[config.mk]
export PLATFORM = sky130hd
export DESIGN_NAME = load_store_unit
export DESIGN_NICKNAME = d
export VERILOG_FILES = /design/src/rtl/load_store_unit.sv
export SDC_FILE = /design/constraint.sdc
export NUM_CORES = 1
export LEC_CHECK = 0
export CORE_MARGIN = 2
export CORE_UTILIZATION = 42
export CTS_BUF_LIST = sky130_fd_sc_hd__clkbuf_4 sky130_fd_sc_hd__clkbuf_8 sky130_fd_sc_hd__clkbuf_16
export DETAILED_ROUTE_END_ITERATION = 8
export PLACE_DENSITY = 0.85
export REMOVE_ABC_BUFFERS = 1
export SLEW_MARGIN = 20
export SYNTH_ARGS = -nofsm -noshare
export SYNTH_HDL_FRONTEND = slang
export SYNTH_SLANG_ARGS = --single-unit
[constraint.sdc]
create_clock -name clk -period 2.4 [get_ports clk]
set_input_delay 0.48 -clock clk [delete_from_list [all_inputs] [get_ports clk]]
set_output_delay 0.48 -clock clk [all_outputs]
set_load 0.05 [all_outputs]
[src/rtl/load_store_unit.sv]
// Load/store unit: accepts one memory request at a time, checks size alignment
// and RAM range, drives the byte-laned RAM port and returns a formatted load
// result or store completion (with a fault flag) on a valid/ready channel.
module load_store_unit #(
  parameter int          ADDR_WIDTH = 10,
  parameter logic [31:0] BASE_ADDR  = 32'h2000_0000
) (
  input  logic                  clk,
  input  logic                  rst,
  input  logic                  req_valid,
  output logic                  req_ready,
  input  logic                  req_write,
  input  logic [1:0]            req_size,
  input  logic                  req_signed,
  input  logic [31:0]           req_addr,
  input  logic [31:0]           req_wdata,
  output logic                  rsp_valid,
  input  logic                  rsp_ready,
  output logic [31:0]           rsp_rdata,
  output logic                  rsp_fault,
  output logic [1:0]            mem_size,
  output logic                  mem_write_enable,
  output logic [ADDR_WIDTH-1:0] mem_address,
  output logic [31:0]           mem_write_data,
  input  logic [31:0]           mem_read_data
);

  typedef enum logic [1:0] {
    IDLE    = 2'd0,
    ACCESS  = 2'd1,
    CAPTURE = 2'd2,
    RESP    = 2'd3
  } state_t;

  state_t                  state_r;
  state_t                  state_s;
  logic                    req_ready_r;
  logic                    rsp_valid_r;
  logic                    access_wr_r;
  logic                    wr_r;
  logic                    signed_r;
  logic [1:0]              mem_size_r;
  logic [ADDR_WIDTH-1:0]   mem_address_r;
  logic [31:0]             mem_write_data_r;
  logic [31:0]             rsp_rdata_r;
  logic                    rsp_fault_r;
  logic                    accept_s;
  logic                    fault_s;

  // Misalignment, illegal size, or address outside the RAM window.
  function automatic logic addr_fault(input logic [1:0] size, input logic [31:0] addr);
    logic bad;
    bad = (addr[31:ADDR_WIDTH] != BASE_ADDR[31:ADDR_WIDTH]);
    case (size)
      2'b00:   addr_fault = bad;
      2'b01:   addr_fault = bad | addr[0];
      2'b10:   addr_fault = bad | (addr[1:0] != 2'b00);
      default: addr_fault = 1'b1;
    endcase
  endfunction

  // Replicate right-justified store data onto every lane it may occupy.
  function automatic logic [31:0] lane_place(input logic [1:0] size, input logic [31:0] wdata);
    case (size)
      2'b00:   lane_place = {4{wdata[7:0]}};
      2'b01:   lane_place = {2{wdata[15:0]}};
      2'b10:   lane_place = wdata;
      default: lane_place = wdata;
    endcase
  endfunction

  // Zero/sign-extend right-justified RAM read data to 32 bits.
  function automatic logic [31:0] load_format(input logic [1:0] size, input logic sgn,
                                              input logic [31:0] d);
    case (size)
      2'b00:   load_format = sgn ? {{24{d[7]}}, d[7:0]}   : {24'd0, d[7:0]};
      2'b01:   load_format = sgn ? {{16{d[15]}}, d[15:0]} : {16'd0, d[15:0]};
      2'b10:   load_format = d;
      default: load_format = 32'd0;
    endcase
  endfunction

  assign accept_s = req_valid & req_ready_r;
  assign fault_s  = addr_fault(req_size, req_addr);

  // Next-state decode of the access sequence.
  always_comb begin
    state_s = state_r;
    case (state_r)
      IDLE: begin
        if (accept_s) begin
          if (fault_s) begin
            state_s = RESP;
          end else begin
            state_s = ACCESS;
          end
        end else begin
          state_s = IDLE;
        end
      end
      ACCESS: begin
        if (wr_r) begin
          state_s = RESP;
        end else begin
          state_s = CAPTURE;
        end
      end
      CAPTURE: state_s = RESP;
      RESP: begin
        if (rsp_ready) begin
          state_s = IDLE;
        end else begin
          state_s = RESP;
        end
      end
      default: state_s = IDLE;
    endcase
  end

  // State register plus handshake flags registered from the next state.
  always_ff @(posedge clk) begin
    if (rst) begin
      state_r     <= IDLE;
      req_ready_r <= 1'b1;
      rsp_valid_r <= 1'b0;
      access_wr_r <= 1'b0;
    end else begin
      state_r     <= state_s;
      req_ready_r <= (state_s == IDLE);
      rsp_valid_r <= (state_s == RESP);
      // ACCESS is only ever entered straight from an accept in IDLE.
      access_wr_r <= (state_s == ACCESS) & req_write;
    end
  end

  // Latch the accepted request; RAM-side fields hold until the next accept.
  always_ff @(posedge clk) begin
    if (rst) begin
      wr_r             <= 1'b0;
      signed_r         <= 1'b0;
      mem_size_r       <= 2'b00;
      mem_address_r    <= '0;
      mem_write_data_r <= 32'd0;
    end else if (accept_s) begin
      wr_r             <= req_write;
      signed_r         <= req_signed;
      mem_size_r       <= req_size;
      mem_address_r    <= req_addr[ADDR_WIDTH-1:0];
      mem_write_data_r <= lane_place(req_size, req_wdata);
    end else begin
      wr_r             <= wr_r;
      signed_r         <= signed_r;
      mem_size_r       <= mem_size_r;
      mem_address_r    <= mem_address_r;
      mem_write_data_r <= mem_write_data_r;
    end
  end

  // Response payload: cleared/faulted at accept, load data captured after the RAM read.
  always_ff @(posedge clk) begin
    if (rst) begin
      rsp_rdata_r <= 32'd0;
      rsp_fault_r <= 1'b0;
    end else if (accept_s) begin
      rsp_rdata_r <= 32'd0;
      rsp_fault_r <= fault_s;
    end else if (state_r == CAPTURE) begin
      rsp_rdata_r <= load_format(mem_size_r, signed_r, mem_read_data);
      rsp_fault_r <= rsp_fault_r;
    end else begin
      rsp_rdata_r <= rsp_rdata_r;
      rsp_fault_r <= rsp_fault_r;
    end
  end

  assign req_ready        = req_ready_r;
  assign rsp_valid        = rsp_valid_r;
  assign rsp_rdata        = rsp_rdata_r;
  assign rsp_fault        = rsp_fault_r;
  assign mem_size         = mem_size_r;
  assign mem_address      = mem_address_r;
  assign mem_write_data   = mem_write_data_r;
  // Gated by rst so a store caught in ACCESS by a reset never reaches the RAM.
  assign mem_write_enable = access_wr_r & ~rst;

endmodule

Word-level counts from Yosys, hierarchy flattened
Index checks and enable logic that the tools add are counted.

operators by class
  multiplexer cells = 10
  eq/ne operators = 10
  reductions and logical operators = 6
  bitwise logic cells = 6

operator list
  kind                                                      count
  one-hot mux 32 bit (3 select lines)                       1
  2-to-1 mux 32 bit                                         2
  one-hot mux 32 bit (2 select lines)                       1
  inequality test 22 x 20 -> 1 bit (second input constant)  1
  equality test 2 bit (second input constant)               5
  equality test 2 x 1 -> 1 bit (second input constant)      4
  logical NOT 2 bit                                         4
  one-hot mux 2 bit (4 select lines)                        1
  2-to-1 mux 2 bit                                          3
  AND 1 bit                                                 3
  one-hot mux 1 bit (3 select lines)                        1
  bitwise OR 1 bit                                          2
  nonzero test 2 bit                                        1
  OR reduction 2 bit                                        1
  2-to-1 mux 1 bit                                          1
  NOT 1 bit                                                 1

storage, ports and cells
  flip-flop bits (word level) = 84
  input port bits = 104
  output and inout port bits = 80

Longest topological paths before layout
Gate-level depths: netlist of run 1.

  depth in word-level cells = 8
  gate-level depth with buffers = 7
  mapped depth without buffers = 6

Least setup slack after synthesis of run 1
No wires, ideal clock.

  kind = input -> output
  start = in rst
  end = out mem_write_enable
  buffers on the path = 1
  path slack = 0.554 ns
  data arrival time = 1.366 ns
  stages = 2
  cell sequence = clkbuf_1 nor2b_1

on the way
  cells in the longest elaborated chain, start to end = 2

RTL lines
  element             RTL line  text
  start: declaration  9         input logic rst,
  NOT 1 bit           184       assign mem_write_enable = access_wr_r & ~rst;
  AND 1 bit           184
  end: declaration    22        output logic mem_write_enable,

No other way between the ends.

Final worst setup path of run 1
  start = in req_size[0]
  end = reg mem_write_data_r[10], in the netlist mem_write_data[10]

on the way
  cells in the longest elaborated chain, start to end = 2

RTL lines
  element                                                            RTL line  text
  start: declaration                                                 13        input logic [1:0] req_size,
  equality test 2 x 1 -> 1 bit or logical NOT 2 bit (tied branches)  64        case (size)
  one-hot mux 32 bit (2 select lines) *                              64
  end signal: assignment                                             149       mem_write_data_r <= lane_place(req_size, req_wdata);
  end signal: assignment                                             155       mem_write_data_r <= mem_write_data_r;
  end: declaration                                                   44        logic [31:0] mem_write_data_r;

Mark *: on every way between the ends. The rest lies on a longest branch, timed or not.
A chain may end at the register's enable or synchronous reset.

==> flow_summary.ini, run 1 <==
[run_status]
run_status = complete, no violations

[timing]
rsz0062_at_grt = no
period_share_pct = 84.27
hold_viol_final = 0
fin_crit_ns = 2.023
fin_setup_tns_ns = 0
final-setup-viol-count = 0
worst_slack_ns = 0.3775
worst_slew_pin_slew_ns = 0.7663
skew_ns = 0.007726
fmax_ghz = 0.4944
relSlewSlack_pct = 48.80
maxSlewViolCount = 0
whs_ns = 0.4322

[grt]
grt_pass1_wl_um = 16500
antenna_found_initial = 0
grt_pass1_vias = 3446
gr-total-overflow = 0
grt_util_all_layers_pct = 23.21
grt_max_degree = 46

[clock_tree]
postCtsSetupRepairBufs = 0
numCtsBuffers = 9
htree_levels = 3
clkLatencyLatePin_ns = 0.34
cts_tree = yes
clk_pin_slew_ns = 0.08
hold_buffers = 0
clock_sinks = 84
clockBufferDepth = 2
cts_resized = 0
cts_root_buf = clkbuf_8

[yosys]
synth_top_area_share_pct = 48.84
synth.yosys.seq_area_share_pct = 48.84
ys_warn_count = 0
synth_cell_types = 35
synthCells = 418
synth_xor_area_share_pct = 0
synth_area_leader_cell = dfxtp_1
synthAdderAreaFrac_pct = 1.453
yosys-top-cells-area = dfxtp_1 (49%), nand2_1 (8.5%), a21oi_1 (6.1%), nor2_1 (4.7%), a211oi_1 (3.5%)
synth-simple-area-share_pct = 21.00
ys.flop_type = dfxtp_1
synth_top_family_by_area = compound AO/OA/AOI/OAI gates
synthArstFlopShare_pct = 0
netlist_area_sq_mm = 0.003443
synth_compound_area_share_pct = 23.91
synthMuxAreaShare_pct = 0.2907
syn_area_per_cell_sq_um = 8.238
synth-seq-cells = 84
synth_edf_count = 0

[hold_path]
hold_class = in2reg

[die]
die_x_um = 94.55
io_pins = 184
num_rows = 33
die_h_um = 94.55
start_util_pct = 42.55
die_area_sq_mm = 0.008939
coreArea_sq_mm = 0.008093

[detailed_routing]
drc = 0
wirelength_um = 10610
firstDrtPassIters = 5
vias = 3646
wl_per_cell_um = 15.16
dr.first_iter.drc_count = 148
vias_per_cell = 5.209
ant_nets = 0

[power]
p_total_mw = 3.654
comb_power_share_pct = 28.8
pwr-share-clk_pct = 29.1
ir_drop_mv = 0.3822
power_frac_seq_pct = 42.2
switching_share_pct = 31.52
power_switching_mw = 1.152
power-per-cell-area_mw_per_mm2 = 653.9
p_leak_nw = 2.097
intPower_mw = 2.502

[cells_and_area]
drive_gt1_share_pct = 6.387
area_growth_pct = 62.28
final_common_cell = clkdlybuf4s50_1
fin_nets = 699
num_antenna_cells = 0
final_cell_mix = clkdlybuf4s50_1 (180), dfxtp_1 (84), nand2_1 (78), nor2_1 (43), a21oi_1 (42)

[worst_setup_path]
worstPathMaxFanout = 16
worstSetupPathType = in2reg
end_kind = flip-flop
critPathLaunchType = primary input
worstPathArrival_ns = 2.23
cp.required_ns = 2.60

[run]
cap_violations = 0

[place]
pre_cts_ws_ns = 0.03958
port_buffers = 183
place.gp.congestion = 0.8392
dp_hpwl_um = 7807
[critical path, cell delays in order]
cell	delay, ns
clkdlybuf4s50_1	0.54
inv_1	0.09
ha_1	0.34
buf_4	0.25
a221oi_1	0.39
a211oi_1	0.13
[cell usage after synthesis, types with 8 or more instances]
cell type  number
a211oi_1       16
a21o_1          9
a21oi_1        42
a221oi_1        8
a22oi_1        16
a311oi_1        8
and2_1         17
clkbuf_1       27
dfxtp_1        84
nand2_1        78
nand2b_1       10
nor2_1         43
o21ai_0        23
[cell families (layout without fill, tap and decap cells)]
kind of cell               count (synthesis)  count (layout)
and+or+nand+nor                          162             162
AOI/OAI and AO/OA                        129             129
adders and majority gates                  4               4
muxes                                      1               1
DFF                                       84              84
buffers and inverters                     38             215
[layer usage]
layer | wire length, um | share of wire (%) | global-route usage, %
met1 | 4262 | 40 | 27.45
met2 | 5177 | 49 | 39.82
met3 | 1071 | 10 | 7.821
met4 | 99 | 0.93 | 7.246
met5 | 0 | 0 | 0
[per-stage QoR]
| stage | util [%] | std cells | cell area [sq um] |
|---|---|---|---|
| after floorplan | - | 383 | 3299 |
| after global placement | 66.37 | 685 | 5371 |
| after detailed placement | 66.47 | 685 | 5379 |
| after CTS | 69.05 | 700 | 5588 |
| after global routing | 69.05 | 700 | 5588 |
| final | 69.05 | 700 | 5588 |
[worst paths after layout]
path | from | to | slack, ns | cells after the start
hold reg to reg | rsp_rdata[26] | rsp_rdata[26] | 0.45 | 2
setup reg to reg | state_r[0] | rsp_rdata[17] | 0.71 | 4
hold / removal | rst | rsp_fault | 0.43 | 2
setup / recovery | req_size[0] | mem_write_data[10] | 0.38 | 6
[flip-flops by register name, summed over array words and instances, names as in the netlist, 2 cells and up]
name and flops:
mem_address 10, mem_size 2, mem_write_data 32, rsp_rdata 32, state_r 2
[power groups by stage]
stage	Sequential [mW]	Clock [mW]	Combinational (mW)
floorplan	1.87	0	0.270
global placement	1.57	0	1.03
detailed placement	1.57	0	1.05
CTS	1.54	1.10	1.05
global route	1.55	1.15	1.12
finish	1.54	1.06	1.05
[layout make-up]
cell class | instances | area, sq um
Inverter | 3 | 11.26
Clock inverter | 5 | 77.57
Timing Repair Buffer | 197 | 1939
Fill cell | 642 | 2505
Tap cell | 105 | 131.4
Sequential cell | 84 | 1682
Multi-Input combinational cell | 296 | 1615
Clock buffer | 10 | 131.4
(Power assumes the default switching activity.)
==> inputs of run 2 (changes only) <==
Settings changed: CORE_UTILIZATION 42 to 39, PLACE_DENSITY 0.85 to 0.8.
Clock period 2.4 ns to 2.05 ns, I/O delays scaled along.
==> run 2 against run 1 <==
Via count increased by 0.77%. Worst hold slack got worse by 0.072 ns. Core utilization decreased by 3.3 points. Count of clock-buffer cells in the layout decreased by 1. Sequential power increased by 18%. Global-route usage decreased by 1.5 points. Register-to-register slack got worse by 0.36 ns. Die area increased by 7.4%. Power increased by 16%. Cell count increased by 1.6%. Critical endpoint is now mem_write_data[29]. Highest routed layer unchanged.
==> flow_summary.ini, run 2 (synthesis gave the netlist of run 1 again) <==
[run_status]
run_status = complete, no violations

[clock_tree]
clk_pin_slew_ns = 0.09
cts_tree = yes
numCtsBuffers = 9
htree_levels = 3
cts_resized = 0
clock_sinks = 84
clkLatencyLatePin_ns = 0.35
postCtsSetupRepairBufs = 0
cts_root_buf = clkbuf_8
clockBufferDepth = 2
hold_buffers = 0

[worst_setup_path]
crit_family = buffers and inverters
worstPathMaxFanout = 2
slowest_delay_ns = 0.86
cp.required_ns = 1.64
crit_slowest_cell = clkdlybuf4s50_1
critPathLaunchType = flip-flop
cp_cell_sequence = clkdlybuf4s50_1
worstPathArrival_ns = 1.57
path_buf_inv = 1
worstSetupPathType = reg2out
regToRegEndpoint = rsp_rdata[23]
ff2ff_path_depth = 4
r2r_start = state_r[0]
end_kind = output pin
r2r_slack_ns = 0.35

[die]
start_util_pct = 39.87
die_x_um = 97.96
die_area_sq_mm = 0.009596
die_h_um = 97.96
num_rows = 34
io_pins = 184
coreArea_sq_mm = 0.008636

[timing]
final-setup-viol-count = 0
relSlewSlack_pct = 49.01
whs_ns = 0.3604
worst_slew_pin_slew_ns = 0.7631
fmax_ghz = 0.5052
fin_crit_ns = 1.980
rsz0062_at_grt = no
hold_viol_final = 0
maxSlewViolCount = 0
skew_ns = 0.01135
period_share_pct = 96.56

[power]
power-per-cell-area_mw_per_mm2 = 749.1
ir_drop_mv = 0.4628
p_total_mw = 4.256
p_leak_nw = 2.136

[detailed_routing]
vias = 3674
wl_per_cell_um = 14.86
dr.first_iter.drc_count = 98
firstDrtPassIters = 4
drc = 0
ant_nets = 0
vias_per_cell = 5.167
wirelength_um = 10570

[cells_and_area]
final_cell_mix = clkdlybuf4s50_1 (179), dfxtp_1 (84), nand2_1 (78), nor2_1 (43), a21oi_1 (42)
stdcell_area_sq_mm = 0.005682
final_common_cell = clkdlybuf4s50_1
area_growth_pct = 65.01
fin_nets = 706
finalNonFillerCells = 711
num_antenna_cells = 0
drive_gt1_share_pct = 7.794

[run]
cap_violations = 0

[grt]
grt_pass1_wl_um = 17140
grt_pass1_vias = 3647
grt_max_degree = 48
antenna_found_initial = 0
gr-total-overflow = 0
grt_util_all_layers_pct = 21.75

[place]
place_area_sq_mm = 0.005483
placedCellCount = 695
place.gp.congestion = 0.8434
dp_hpwl_um = 7815
port_buffers = 183

[hold_path]
hold_path_startpoint = rst
hold_path_end = mem_size[0]
hold_class = in2reg
whs_path_depth = 2
run 2: changes by cell type in the layout (fill, tap and decap cells not counted):
cell	delta
clkinv_2	-1
inv_6	+2
buf_12	+4
bufinv_16	-1
clkinvlp_4	+2
buf_4	+4
clkdlybuf4s50_1	-1
clkbuf_4	-1
run 2: metal layers:
layer	track usage [%]	routed length (um)	up-vias	share of wire, %
li1	-	-	1803	-
met1	25.79	4286	1698	41
met2	35.99	4924	160	47
met3	8.661	1221	13	12
met4	7.265	132	0	1.2
met5	0	0	-	0
run 2: per-stage QoR:
stage	setup slack (ns)	utilization [%]	setup TNS (ns)
finish	0.07045	65.79	0
CTS	0.04631	65.79	0
floorplan	-0.1864	-	-5.785
global placement	-0.03190	63.40	-0.2808
global route	0.007183	65.79	0
detailed placement	-0.09899	63.49	-1.064
run 2: layout make-up:
type,instances,area [sq um]
Clock buffer,9,123.9
Fill cell,731,2954
Multi-Input combinational cell,296,1615
Timing Repair Buffer,204,2039
Sequential cell,84,1682
Inverter,3,11.26
Clock inverter,7,75.07
Tap cell,108,135.1
run 2: where the power goes:
group	internal, mW	switching (mW)	total (mW)
combinational	0.523	0.734	1.26
clock	0.569	0.625	1.19
sequential	1.74	0.0631	1.81
run 2: how the worst max path moves through the flow:
| stage | from | endpoint | slack, ns | depth (start not counted) |
|---|---|---|---|---|
| 6_report | mem_write_data[29] | mem_write_data[29] | 0.07 | 1 |
| 5_1_grt | mem_write_data[29] | mem_write_data[29] | 0.007 | 1 |
| 4_1_cts | mem_write_data[29] | mem_write_data[29] | 0.05 | 1 |
| 3_5_place_dp | req_size[0] | mem_write_data[12] | -0.1 | 6 |
| 3_3_place_gp | req_size[0] | mem_write_data[15] | -0.03 | 6 |
| 2_1_floorplan | req_ready | rsp_rdata[0] | -0.19 | 3 |
==> inputs of run 3 (changes only) <==
Settings changed: PLACE_DENSITY 0.8 to 0.82.
==> run 3 against run 2 <==
Wire length decreased by 1.2%. Fmax increased by 2.3%. First-iteration DRC count increased by 1.0%. Sequential cell count unchanged. Worst hold slack got worse by 0.033 ns. Highest routed layer is now met5. Global-route usage decreased by 0.13 points. Sequential share of layout area increased by 0.26 points. Critical path type unchanged. Cell count decreased by 0.42%.
==> flow_summary.ini, run 3 (synthesis gave the netlist of run 1 again) <==
[clock_tree]
clkLatencyLatePin_ns = 0.34
cts_tree = yes
clk_pin_slew_ns = 0.09
clock_sinks = 84
htree_levels = 3
hold_buffers = 0
cts_root_buf = clkbuf_8
clockBufferDepth = 2
cts_resized = 0
postCtsSetupRepairBufs = 0
numCtsBuffers = 9

[timing]
maxSlewViolCount = 0
fmax_ghz = 0.5166
final-setup-viol-count = 0
worst_slew_pin_slew_ns = 0.7408
fin_setup_tns_ns = 0
fin_crit_ns = 1.936
whs_ns = 0.3271
rsz0062_at_grt = no
skew_ns = 0.008045
period_share_pct = 94.43
hold_viol_final = 0
worst_slack_ns = 0.1142
relSlewSlack_pct = 50.50

[detailed_routing]
wirelength_um = 10440
dr.first_iter.drc_count = 99
drc = 0
firstDrtPassIters = 4
vias = 3670
wl_per_cell_um = 14.74
ant_nets = 0
vias_per_cell = 5.184

[worst_setup_path]
slowest_delay_ns = 0.82
worstPathMaxFanout = 3
critPathLaunchType = flip-flop
worstPathArrival_ns = 1.53
ff2ff_path_depth = 4
worstSetupPathType = reg2out
cp_cell_sequence = clkdlybuf4s50_1
regToRegEndpoint = rsp_rdata[28]
crit_slowest_cell = clkdlybuf4s50_1
path_buf_inv = 1
r2r_slack_ns = 0.42
cp.required_ns = 1.64
end_kind = output pin
crit_family = buffers and inverters
r2r_start = state_r[0]

[cells_and_area]
area_growth_pct = 63.55
stdcell_area_sq_mm = 0.005632
final_common_cell = clkdlybuf4s50_1
fin_nets = 703
final_cell_mix = clkdlybuf4s50_1 (179), dfxtp_1 (84), nand2_1 (78), nor2_1 (43), a21oi_1 (42)
drive_gt1_share_pct = 7.333
num_antenna_cells = 0

[die]
die_area_sq_mm = 0.009596
io_pins = 184
start_util_pct = 39.87
die_h_um = 97.96
num_rows = 34
die_x_um = 97.96
coreArea_sq_mm = 0.008636

[grt]
gr-total-overflow = 0
antenna_found_initial = 1
grt_max_degree = 45
grt_pass1_vias = 3650
grt_util_all_layers_pct = 21.62
grt_pass1_wl_um = 17100

[place]
place.gp.congestion = 0.8127
pre_cts_ws_ns = -0.1167
port_buffers = 183
place_area_sq_mm = 0.005448
dp_hpwl_um = 7724

[power]
intPower_mw = 2.740
switching_share_pct = 33.84
power-per-cell-area_mw_per_mm2 = 735.3
pwr-share-clk_pct = 26.4
ir_drop_mv = 0.4765
comb_power_share_pct = 30.0
power_switching_mw = 1.401
power_frac_seq_pct = 43.6
p_leak_nw = 2.113

[run_status]
run_status = complete, no violations

[hold_path]
whs_path_depth = 2
hold_path_end = wr_r
hold_path_startpoint = rst
hold_class = in2reg

[run]
cap_violations = 0
run 3: cell types whose count changed in the layout (fill, tap and decap cells not counted), sizes merged:
cell and change:
inv +1, buf -3, clkbuf +1, bufinv -1, clkinvlp -1
run 3: worst max-delay path by stage:
stage                             from                 end  slack (ns)  cells past startpoint
detailed placement         req_size[0]         access_wr_r       -0.12                      8
global route        mem_write_data[12]  mem_write_data[12]        0.05                      1
floorplan                    req_ready        rsp_rdata[0]       -0.19                      3
global placement           req_size[0]         access_wr_r        0.02                      8
CTS                 mem_write_data[12]  mem_write_data[12]        0.09                      1
finish                       req_ready           req_ready        0.11                      1
run 3: final cells by class:
type                            count  area [sq um]
Clock buffer                       10         137.6
Clock inverter                      6         46.29
Fill cell                         725          3004
Inverter                            3         11.26
Multi-Input combinational cell    296          1615
Sequential cell                    84          1682
Tap cell                          108         135.1
Timing Repair Buffer              201          2004
run 3: power by group through the flow:
stage          logic, mW  clock network, mW  registers [mW]
3_3_place_gp        1.22                  0            1.84
3_5_place_dp        1.24                  0            1.84
5_1_grt             1.32               1.20            1.82
2_1_floorplan      0.316                  0            2.19
6_report            1.24               1.09            1.81
4_1_cts             1.25               1.13            1.81
run 3: stage by stage:
stage	total power [mW]	cells	util, %
2_1_floorplan	2.505	383	-
3_3_place_gp	3.063	692	63.00
3_5_place_dp	3.089	692	63.08
4_1_cts	4.189	708	65.21
5_1_grt	4.347	708	65.21
6_report	4.141	708	65.21
run 3: routing by layer:
layer | global-route usage [%] | vias up | routed length (um)
met4 | 7.799 | 2 | 159
met1 | 25.49 | 1687 | 4343
met2 | 36.30 | 162 | 4911
li1 | - | 1801 | -
met5 | 0 | - | 13
met3 | 7.731 | 18 | 1010
run 3: worst reg2reg max path, delay by kind of cell, from the launching register on:
family	cells	cell delay (ns)
AO/OA/AOI/OAI	3	1.02
flip-flops	1	0.35
AND/OR/NAND/NOR	1	0.20
==> edit: new RTL, config.mk and constraints of run 3 <==
Change the parameter `ADDR_WIDTH` from 10 to 9.
--- a/src/rtl/load_store_unit.sv
+++ b/src/rtl/load_store_unit.sv
@@ -2,7 +2,7 @@
 // and RAM range, drives the byte-laned RAM port and returns a formatted load
 // result or store completion (with a fault flag) on a valid/ready channel.
 module load_store_unit #(
-  parameter int          ADDR_WIDTH = 10,
+  parameter int          ADDR_WIDTH = 9,
   parameter logic [31:0] BASE_ADDR  = 32'h2000_0000
 ) (
   input  logic                  clk,
Interface: changed (resized mem_address); port bits go from 184 to 183. No check against the original RTL was run, so the function may have changed too.
==> edit against run 3 <==
Wire length is 6.1% higher. Area after synthesis is 0.36% lower. Power is 7.2% higher. Sequential cell count is 1 lower. Count of clock-buffer cells in the layout stayed put. Highest routed layer is now met4. Largest power group unchanged. Final area is 1.0% higher. Critical path depth stayed put. Worst setup slack worse by 0.061 ns.
==> edit: results (changes against run 3) <==
Global route
  – First-pass GRT wire length: 17630 µm (+3.1%)
  – Initial antenna violation count: 0 (-1)
  – Overall Global Routing Usage: 0.2226 (+0.006422)
  – GR Util met1: 0.2728 (+0.01793)
  – Largest net degree at the start of global routing: 44 (-2.2%)
  – Met2 Use GR: 0.3729 (+0.009931)
  – GRT Max-Usage Layer: met2
  – Vias in the first global route: 3659 (+0.25%)
  – Met3 Use GR: 0.07015 (-0.007158)

Route
  – DR WL met3: 1054 µm (+4.4%)
  – Top routing layer used: met4
  – M1 WL: 4767 µm (+9.8%)
  – Initial drt markers: 172 (+74%)
  – Met2 WL: 5069 µm (+3.2%)
  – Drt wl/cell: 15.66 µm (+6.2%)
  – Avg Vias per Cell: 5.219 (+0.69%)
  – TritonRoute pass-1 iters: 4 (unchanged)

STA
  – Clk_skew: 0.01554 ns (+0.007490 ns)
  – Rel. slew slack: 0.4812 (-0.02376)

Power and ir drop
  – Max VDD drop: 437.0 µV (-8.3%)
  – Leakage: 2.154 nW (+1.9%)

Yosys
  – Ys flop type: dfxtp_1
  – Sequential-to-total area share from yosys stat: 0.4843 (-0.004054)
  – Yosys cell types: 36 (+2.9%)
  – Top post-synthesis cells by area: dfxtp_1, nand2_1, a21oi_1
  – Syn_area_per_cell: 8.208 µm² (-0.36%)
  – Post-synth ARST share: 0 (unchanged)
  – Synth top cells by count: dfxtp_1, nand2_1, nor2_1
  – Synth Warn #: 0 (unchanged)

Finish
  – N_diodes: 0 (unchanged)
  – Fin nets: 703 (unchanged)
  – Number of fill cells: 707 (-2.5%)
  – Layout cell share with drive strength beyond 1: 0.07346 (+0.0001224)
  – Final non-filler cell total: 707 (-0.14%)

Critical path
  – Data arrival time of the critical path: 1.59 ns (+0.06 ns)
  – CP delay by family, top: buffers and inverters
  – Max Fanout on Critical Path: 5 (+2)
  – Max stage delay cell, worst path: clkdlybuf4s50_1
  – Critical Path Max Stage Delay: 0.85 ns (+0.03 ns)

CTS
  – H-Tree Depth: 3 (unchanged)
  – Later-pin clock latency in the skew report: 0.34 ns (about the same)
  – Number of cells upsized or downsized after cts: 0 (unchanged)
  – Bufs on Longest Clock Path: 2 (unchanged)
  – # Post-CTS Setup Buffers: 0 (unchanged)
  – Clk Tree Root Cell: clkbuf_8
  – CTS clock-pin slew for the worst setup and hold paths: 0.09 ns (about the same)
  – Total CTS buffers: 9 (unchanged)

Worst hold path
  – Min-delay worst type: in2reg

Place
  – PortBufs: 182 (-0.55%)
  – Gpl congestion: 0.8626 (+6.1%)
  – HPWL Detailed: 8029 µm (+3.9%)
  – Placed cells: 692 (unchanged)
  – DP Worst Slack: -0.09936 ns (+0.01736 ns)
  – Placement Cell Area: 5456 µm² (+0.16%)

Run status
  – Outcome: completed
## edit: report_power, final
part           leakage [nW]  internal, W  total [W]  switching (W)
clock network         0.116     0.000815    0.00139       0.000576
registers             0.679      0.00172    0.00179      0.0000691
logic                  1.36     0.000522    0.00126       0.000736
## edit: worst paths after layout
kind / endpoint / startpoint / cells past startpoint / slack (ns)
setup / recovery: req_ready / req_ready / 1 / 0.05
hold / removal: mem_size[1] / rst / 2 / 0.33
setup reg to reg: rsp_rdata[16] / state_r[1] / 4 / 0.37
hold reg to reg: rsp_rdata[30] / rsp_rdata[30] / 2 / 0.46
## edit: cell families after synthesis
kind of cell,share of synthesized area
simple gates,0.2192
compound gates,0.2341
flops,0.4843
mux,0.002918
buf+inv,0.04486
fa+ha+maj,0.01459
## edit: final cells by class
class	count	area (µm²)	area share
repair buffers	201	2024	0.3558
flip-flops and latches	83	1662	0.2920
multi-input cells	297	1624	0.2854
well taps	108	135.1	0.02375
clock buffers	10	131.4	0.02309
clock inverters	5	102.6	0.01803
inverters	3	11.26	0.001979
